--- config.mk ---
export PLATFORM = sky130hd
export DESIGN_NAME = if_fetch_queue
export DESIGN_NICKNAME = d
export VERILOG_FILES = /design/src/rtl/if_fetch_queue.sv
export SDC_FILE = /design/constraint.sdc
export NUM_CORES = 1
export LEC_CHECK = 0
export BUFFER_PORTS_ARGS = -buffer_cell sky130_fd_sc_hd__buf_4
export CAP_MARGIN = 30
export CORE_ASPECT_RATIO = 1.5
export CORE_UTILIZATION = 35
export DETAILED_ROUTE_END_ITERATION = 7
export HOLD_SLACK_MARGIN = 0.08
export PLACE_DENSITY = 0.63
export SKIP_LAST_GASP = 1
export SYNTH_ARGS = -nofsm -noshare
export SYNTH_HDL_FRONTEND = slang
export SYNTH_SLANG_ARGS = --single-unit
--- constraint.sdc ---
create_clock -name clk -period 8.5 [get_ports clk]
set_input_delay 1.7 -clock clk [delete_from_list [all_inputs] [get_ports clk]]
set_output_delay 1.7 -clock clk [all_outputs]
set_load 0.02 [all_outputs]
--- src/rtl/if_fetch_queue.sv ---
// Prefetching instruction-fetch front end: issues sequential fetches, buffers PC-tagged responses.
// Latency: a response is visible at the queue head one cycle after it arrives (no bypass).
// Backpressure: requests are credit-limited so in-flight plus queued never exceeds DEPTH.
//
// Ports:
//   clk, rst (sync, active-low)
//   req_valid/req_ready/req_addr     : fetch request to the instruction memory
//   resp_valid/resp_data             : in-order memory responses, never stalled
//   redirect/redirect_addr           : flush queued and in-flight fetches, restart at new PC
//   out_valid/out_ready/out_inst/out_pc : queue head towards decode
module if_fetch_queue #(
  parameter int                    ADDR_WIDTH = 32,
  parameter int                    DATA_WIDTH = 32,
  parameter int                    DEPTH      = 4,
  parameter logic [ADDR_WIDTH-1:0] RESET_PC   = 32'hBFC0_0000
) (
  input  logic                  clk,
  input  logic                  rst,
  output logic                  req_valid,
  input  logic                  req_ready,
  output logic [ADDR_WIDTH-1:0] req_addr,
  input  logic                  resp_valid,
  input  logic [DATA_WIDTH-1:0] resp_data,
  input  logic                  redirect,
  input  logic [ADDR_WIDTH-1:0] redirect_addr,
  output logic                  out_valid,
  input  logic                  out_ready,
  output logic [DATA_WIDTH-1:0] out_inst,
  output logic [ADDR_WIDTH-1:0] out_pc
);

  localparam int PW = $clog2(DEPTH);
  // Counters hold 0..DEPTH; two extra bits keep the three-way credit sum from overflowing.
  localparam int CW = PW + 2;
  localparam logic [ADDR_WIDTH-1:0] STRIDE = ADDR_WIDTH'(DATA_WIDTH / 8);

  logic [ADDR_WIDTH-1:0] fetch_pc_q, fetch_pc_d;
  logic [ADDR_WIDTH-1:0] resp_pc_q, resp_pc_d;
  logic [CW-1:0]         live_q, live_d;
  logic [CW-1:0]         discard_q, discard_d;
  logic [CW-1:0]         count_q, count_d;
  logic [PW-1:0]         rd_ptr_q, rd_ptr_d;
  logic [PW-1:0]         wr_ptr_q, wr_ptr_d;
  logic [DATA_WIDTH-1:0] inst_q [DEPTH];
  logic [ADDR_WIDTH-1:0] pc_q   [DEPTH];

  logic req_hs;
  logic drop;   // response consumed by a pending discard
  logic keep;   // response belongs to a live fetch
  logic push;
  logic pop;

  // Every slot in the queue is pre-reserved at issue time, so a push can never hit a full queue.
  assign req_valid = rst && !redirect && ((live_q + discard_q + count_q) < CW'(DEPTH));
  assign req_addr  = fetch_pc_q;
  assign out_valid = (count_q != '0);
  assign out_inst  = inst_q[rd_ptr_q];
  assign out_pc    = pc_q[rd_ptr_q];

  assign req_hs = req_valid && req_ready;
  assign drop   = resp_valid && (discard_q != '0);
  assign keep   = resp_valid && (discard_q == '0) && (live_q != '0);
  assign push   = keep && !redirect;
  assign pop    = out_valid && out_ready;

  always_comb begin
    fetch_pc_d = fetch_pc_q;
    resp_pc_d  = resp_pc_q;
    live_d     = live_q + CW'(req_hs) - CW'(keep);
    discard_d  = discard_q - CW'(drop);
    count_d    = count_q + CW'(push) - CW'(pop);
    rd_ptr_d   = rd_ptr_q;
    wr_ptr_d   = wr_ptr_q;

    if (req_hs) fetch_pc_d = fetch_pc_q + STRIDE;
    if (keep)   resp_pc_d  = resp_pc_q + STRIDE;
    if (push)   wr_ptr_d   = wr_ptr_q + PW'(1);
    if (pop)    rd_ptr_d   = rd_ptr_q + PW'(1);

    if (redirect) begin
      fetch_pc_d = redirect_addr;
      resp_pc_d  = redirect_addr;
      // All live fetches become discards; a response landing this cycle retires one of
      // them already. No request can issue while redirect is high.
      discard_d  = discard_q + live_q - CW'(drop | keep);
      live_d     = '0;
      count_d    = '0;
      rd_ptr_d   = '0;
      wr_ptr_d   = '0;
    end
  end

  always_ff @(posedge clk) begin
    if (!rst) begin
      fetch_pc_q <= RESET_PC;
      resp_pc_q  <= RESET_PC;
      live_q     <= '0;
      discard_q  <= '0;
      count_q    <= '0;
      rd_ptr_q   <= '0;
      wr_ptr_q   <= '0;
      for (int i = 0; i < DEPTH; i++) begin
        inst_q[i] <= '0;
        pc_q[i]   <= '0;
      end
    end else begin
      fetch_pc_q <= fetch_pc_d;
      resp_pc_q  <= resp_pc_d;
      live_q     <= live_d;
      discard_q  <= discard_d;
      count_q    <= count_d;
      rd_ptr_q   <= rd_ptr_d;
      wr_ptr_q   <= wr_ptr_d;
      if (push) begin
        inst_q[wr_ptr_q] <= resp_data;
        pc_q[wr_ptr_q]   <= resp_pc_q;
      end
    end
  end

endmodule

# Word level (Yosys, flattened, before mapping)
# Memories as Yosys holds them, arrays and structs flattened. A register that Yosys moved wholly into a read port is not among the register bits.
# Cells that the tools add are included.
# Widths: inputs -> output; s select.
[word_totals] regBits=80 mem_bits_rw=256 in_bits=70 out_inout_bits=98 elab_cells=61 mem_count=2
[classes] n_addsub=12 n_lt_le_gt_ge=1 muxes=19 n_bitwise=2 n_reduce_logical=18
[mem_list] name="inst_q" words=4 word_bits=32 rd=1 rd_ports_with_merged_regs=1 wr=4 line_no="44" rtl="logic [DATA_WIDTH-1:0] inst_q [DEPTH];"
[mem_list] name="pc_q" words=4 word_bits=32 rd=1 rd_ports_with_merged_regs=1 wr=4 line_no="45" rtl="logic [ADDR_WIDTH-1:0] pc_q [DEPTH];"
[ops] cell="$mux 32" n=6
[ops] cell="$add 32x3->32 const B" n=2
[ops] cell="$reduce_or 32->1" n=2
[ops] cell="$sub 4x1->4" n=4
[ops] cell="$mux 2" n=6
[ops] cell="$reduce_bool 4->1" n=3
[ops] cell="$add 4x1->4" n=2
[ops] cell="$add 4x4->4" n=2
[ops] cell="$logic_and 1x1->1" n=8
[ops] cell="$mux 1" n=6
[ops] cell="$add 2x1->2 const B" n=2
[ops] cell="$logic_not 4->1" n=1
[ops] cell="$lt 4x3->1 const B" n=1
[ops] cell="$mux 4" n=1
[ops] cell="$reduce_bool 2->1" n=2
[ops] cell="$reduce_or 2->1" n=1
[ops] cell="$logic_not 1->1" n=1
[ops] cell="$not 1->1" n=1
[ops] cell="$or 1x1->1" n=1

# Logic depth before layout (Yosys ltp)
[depth] depth_word=9 depth_mapped=19 ltp_nobuf=17

# Worst setup path after synthesis
# OpenSTA, ideal clock, no wires.
[synth_path] kind="input to register" start="in resp_valid" end="mem inst_q[1][0] (enable)" setup_time_ps=574 arrival_ps=6721 required_ps=7926 setup_slack_ps=1204 cell_stages=4 cell_sequence="nand3_2 -> inv_2 -> nand2_1 -> o21ai_0"
[synth_lines] item="start: declaration" line_no="22" rtl="input logic resp_valid,"
[synth_lines] item="end: declaration" line_no="44"

# Worst setup path after layout
[layout_path] start="reg live_q[1]" end="out req_valid"
[layout_between] elab_chain_cells=4
[layout_rtl] item="start: declaration" line_no="39" rtl="logic [CW-1:0] live_q, live_d;"
[layout_rtl] item="start signal: assignment" line_no="109" rtl="live_q <= live_d;"
[layout_rtl] item="$add 4x4->4 (2 in a row)" line_no="54" rtl="assign req_valid = rst && !redirect && ((live_q + discard_q + count_q) < CW'(DEPTH));"
[layout_rtl] item="$lt 4x3->1" line_no="54"
[layout_rtl] item="$logic_and 1x1->1" line_no="54"
[layout_rtl] item="end: declaration" line_no="19" rtl="output logic req_valid,"
# Every way passes these cells.

==> flow_summary.toml <==
[status]
status = "finished clean"

[logic_synthesis]
async_flop_share_pct = 0
yosysTopAreaCell = "edfxtp_1"
ys_types = 50
synthesis.area_um2 = 15200
ys_seq_elements = 338
netlist_instances = 1225
ys.flop_type = "edfxtp_1"
syn_nets = 1319
ys_warn_count = 0
synth_edf_count = 256
synth-seq-area-share_pct = 61.6
synth.area.top_cells = "edfxtp_1, dfxtp_1, mux4_2, nor2_1, and2_1"
syn_area_per_cell_um2 = 12.4
synth.top_cell.area_share_pct = 50.7

[timing]
slew_violations = 0
period_share_pct = 59.7
relSlewSlack_pct = 37.7
finalHoldViolCount = 0
timing.fmax_ghz = 0.197
clock_skew_ns = 0.00916
tightest_slew_ns = 0.934
rsz0062_at_grt = "no"
holdWs_ns = 0.464
fin_tns_setup_ns = 0
setup_ws_ns = 3.43
min_period_ns = 5.07
setup_viol = 0

[cts]
cts_max_level = 2
cts_buffers = 35
clockBufferDepth = 3
insertion_delay_ns = 0.52
post_cts_buffers = 0
cts_sinks = 338
cts_tree = "done"
clk_pin_slew_worst_paths_ns = 0.06
cts-root-buf = "clkbuf_16"
ctsResizeCount = 0
ctsHoldBuffers = 0

[worst_setup_path]
crit_required_ns = 6.80
r2r-start = "live_q[1]"
cpPeakStageDelay_ns = 0.45
crit_path_start = "live_q[1]"
slowest_stage = "fa_1"
crit_cells = 9
arrival_ns = 3.37
worstSetupEndpointType = "output port"
reg2reg_depth = 15
cp_max_fo = 5
crit_family = "compound AO/OA/AOI/OAI gates"
critPathBufInv = 2
cp_cell_sequence = "inv_1, fa_1, xnor2_1, ha_1, and4_1, o21a_1, o211ai_1, a21oi_1, buf_4"
worstSetupPathType = "reg2out"
critPathLaunchType = "register"

[flow_run]
drv_cap = 0

[placed_design]
dp_hpwl_um = 24200
port_buffers = 167
place.gp.congestion = 0.844
pre_cts_ws_ns = 3.01

[floorplan]
fp.dieW_um = 172
ios = 168
start_util_pct = 35.4
core_area_um2 = 42800
die_y_um = 257
die_area_um2 = 44200
placementRows = 93

[detailed_routing]
wl_per_cell_um = 19.3
drtPass1Iterations = 5
via_count = 10100
vias_per_cell = 5.11
wl_met3_um = 1940
drcViolationCount = 0
m1WireLength_um = 14900
drtAntennaViolNets = 0
drt-initial-drc-count = 648
top_layer_used = "met4"
wl_um = 38100
dr_wl_met2_um = 20200

[grt]
grt_pass1_vias = 10400
grt_max_degree = 70
grt_antenna_before_repair = 1
overflow = 0
grt_pass1_wl_um = 58500
track_usage_pct = 17.5

[worst_hold_path]
holdPathStages = 2
hold_start = "req_addr[1]"
hold_class = "reg2reg"

[power_and_ir_drop]
power.density_nw_per_um2 = 215
p_leak_nw = 6.94
ir_worst_vdd_v = 0.000131

[final_layout]
area_delta_synth_final_pct = 20.0
nets = 1470
post_route_cells_drive_above_1_share_pct = 22.0
## worst min-delay path, delay by kind of cell (launching register included)
family             cells  cell delay [ns]
DFF                    1             0.31
and+or+nand+nor        1             0.05
AOI/OAI and AO/OA      1             0.05
## sequential cells by signal, summed over array words and instances (netlist names), named ones only
register   flops
live_q         4
pc_q         128
rd_ptr_q       2
inst_q       128
discard_q      4
count_q        4
req_addr      32
wr_ptr_q       2
resp_pc_q     32
## logic make-up (layout without fill, tap and decap cells)
group | Yosys count | after routing | share of synthesized area, %
other | 0 | 1 | 0
adder cells (fa/ha/maj) | 24 | 24 | 2.13
AO/OA/AOI/OAI | 134 | 134 | 5.63
AND/OR/NAND/NOR | 461 | 461 | 14.6
XOR/XNOR | 44 | 44 | 2.54
buffers and inverters | 159 | 333 | 3.97
multiplexers | 65 | 65 | 9.58
flip-flops | 338 | 338 | 61.6
## worst paths after layout
| kind | end | slack [ns] |
|---|---|---|
| worst min register to register | req_addr[1] | 0.46 |
| worst max register to register | live_q[2] | 3.50 |
| worst min-delay path | req_addr[1] | 0.46 |
| worst max-delay path | req_valid | 3.43 |
## Yosys cell counts (all sizes together), types with 2 or more instances
library cell  number
o21ai             32
a21o               9
a31oi             14
and4               6
o21a               2
or3                6
or4                5
clkbuf            54
nor2b              3
o211ai             4
a311oi             2
nand4             27
nand3             25
dfxtp             82
buf               13
mux4              64
fa                 3
nand2            109
xor2              22
nor3              18
a211oi            11
nand2b             6
o311ai            11
and3              12
xnor2             22
nor4               6
edfxtp           256
and2              74
o31ai              3
inv               91
nor2             162
o311a              4
a21oi             38
ha                21
## placed cells by master, fill, tap and decap left out, types with 14 or more instances in the layout
cell type    n
nor2_1     161
a31oi_1     14
xor2_1      22
xnor2_1     22
clkbuf_16   38
o21ai_0     28
nand3_1     24
ha_1        21
inv_1       89
and2_1      74
a21oi_1     37
edfxtp_1   256
nor3_1      18
nand2_1    109
dfxtp_1     80
mux4_2      64
nand4_1     27
buf_4      176
## metal layers
layer | GRT usage, % | up-vias
li1 | - | 4729
met5 | 0 | -
met3 | 2.45 | 57
met1 | 20.5 | 4966
met4 | 6.22 | 0
met2 | 31.9 | 309
## metrics by stage
step	cell area, um^2	instances	util, %	power, mW
finish	18200	1970	42.5	3.91
global route	18200	1970	42.5	4.08
CTS	18200	1969	42.5	3.97
detailed placement	17100	1909	40.0	2.53
global placement	17000	1904	39.7	2.52
floorplan	15200	1225	-	2.30
## report_power, final
part           internal, mW  total (mW)  switching (mW)
Combinational         0.253       0.569           0.316
Clock                 0.816        1.43           0.614
Sequential             1.85        1.92          0.0682
Total                  2.92        3.91           0.998
## area by class of cell
type / count / area [um^2]
fill: 4020 / 24600
tap: 570 / 713
inverter: 92 / 345
multi-input combinational: 728 / 5290
timing repair buffer: 181 / 1460
clock inverter: 11 / 57.6
antenna: 1 / 2.50
sequential: 338 / 9340
clock buffer: 49 / 992
Power figures use the tool's default switching activity.
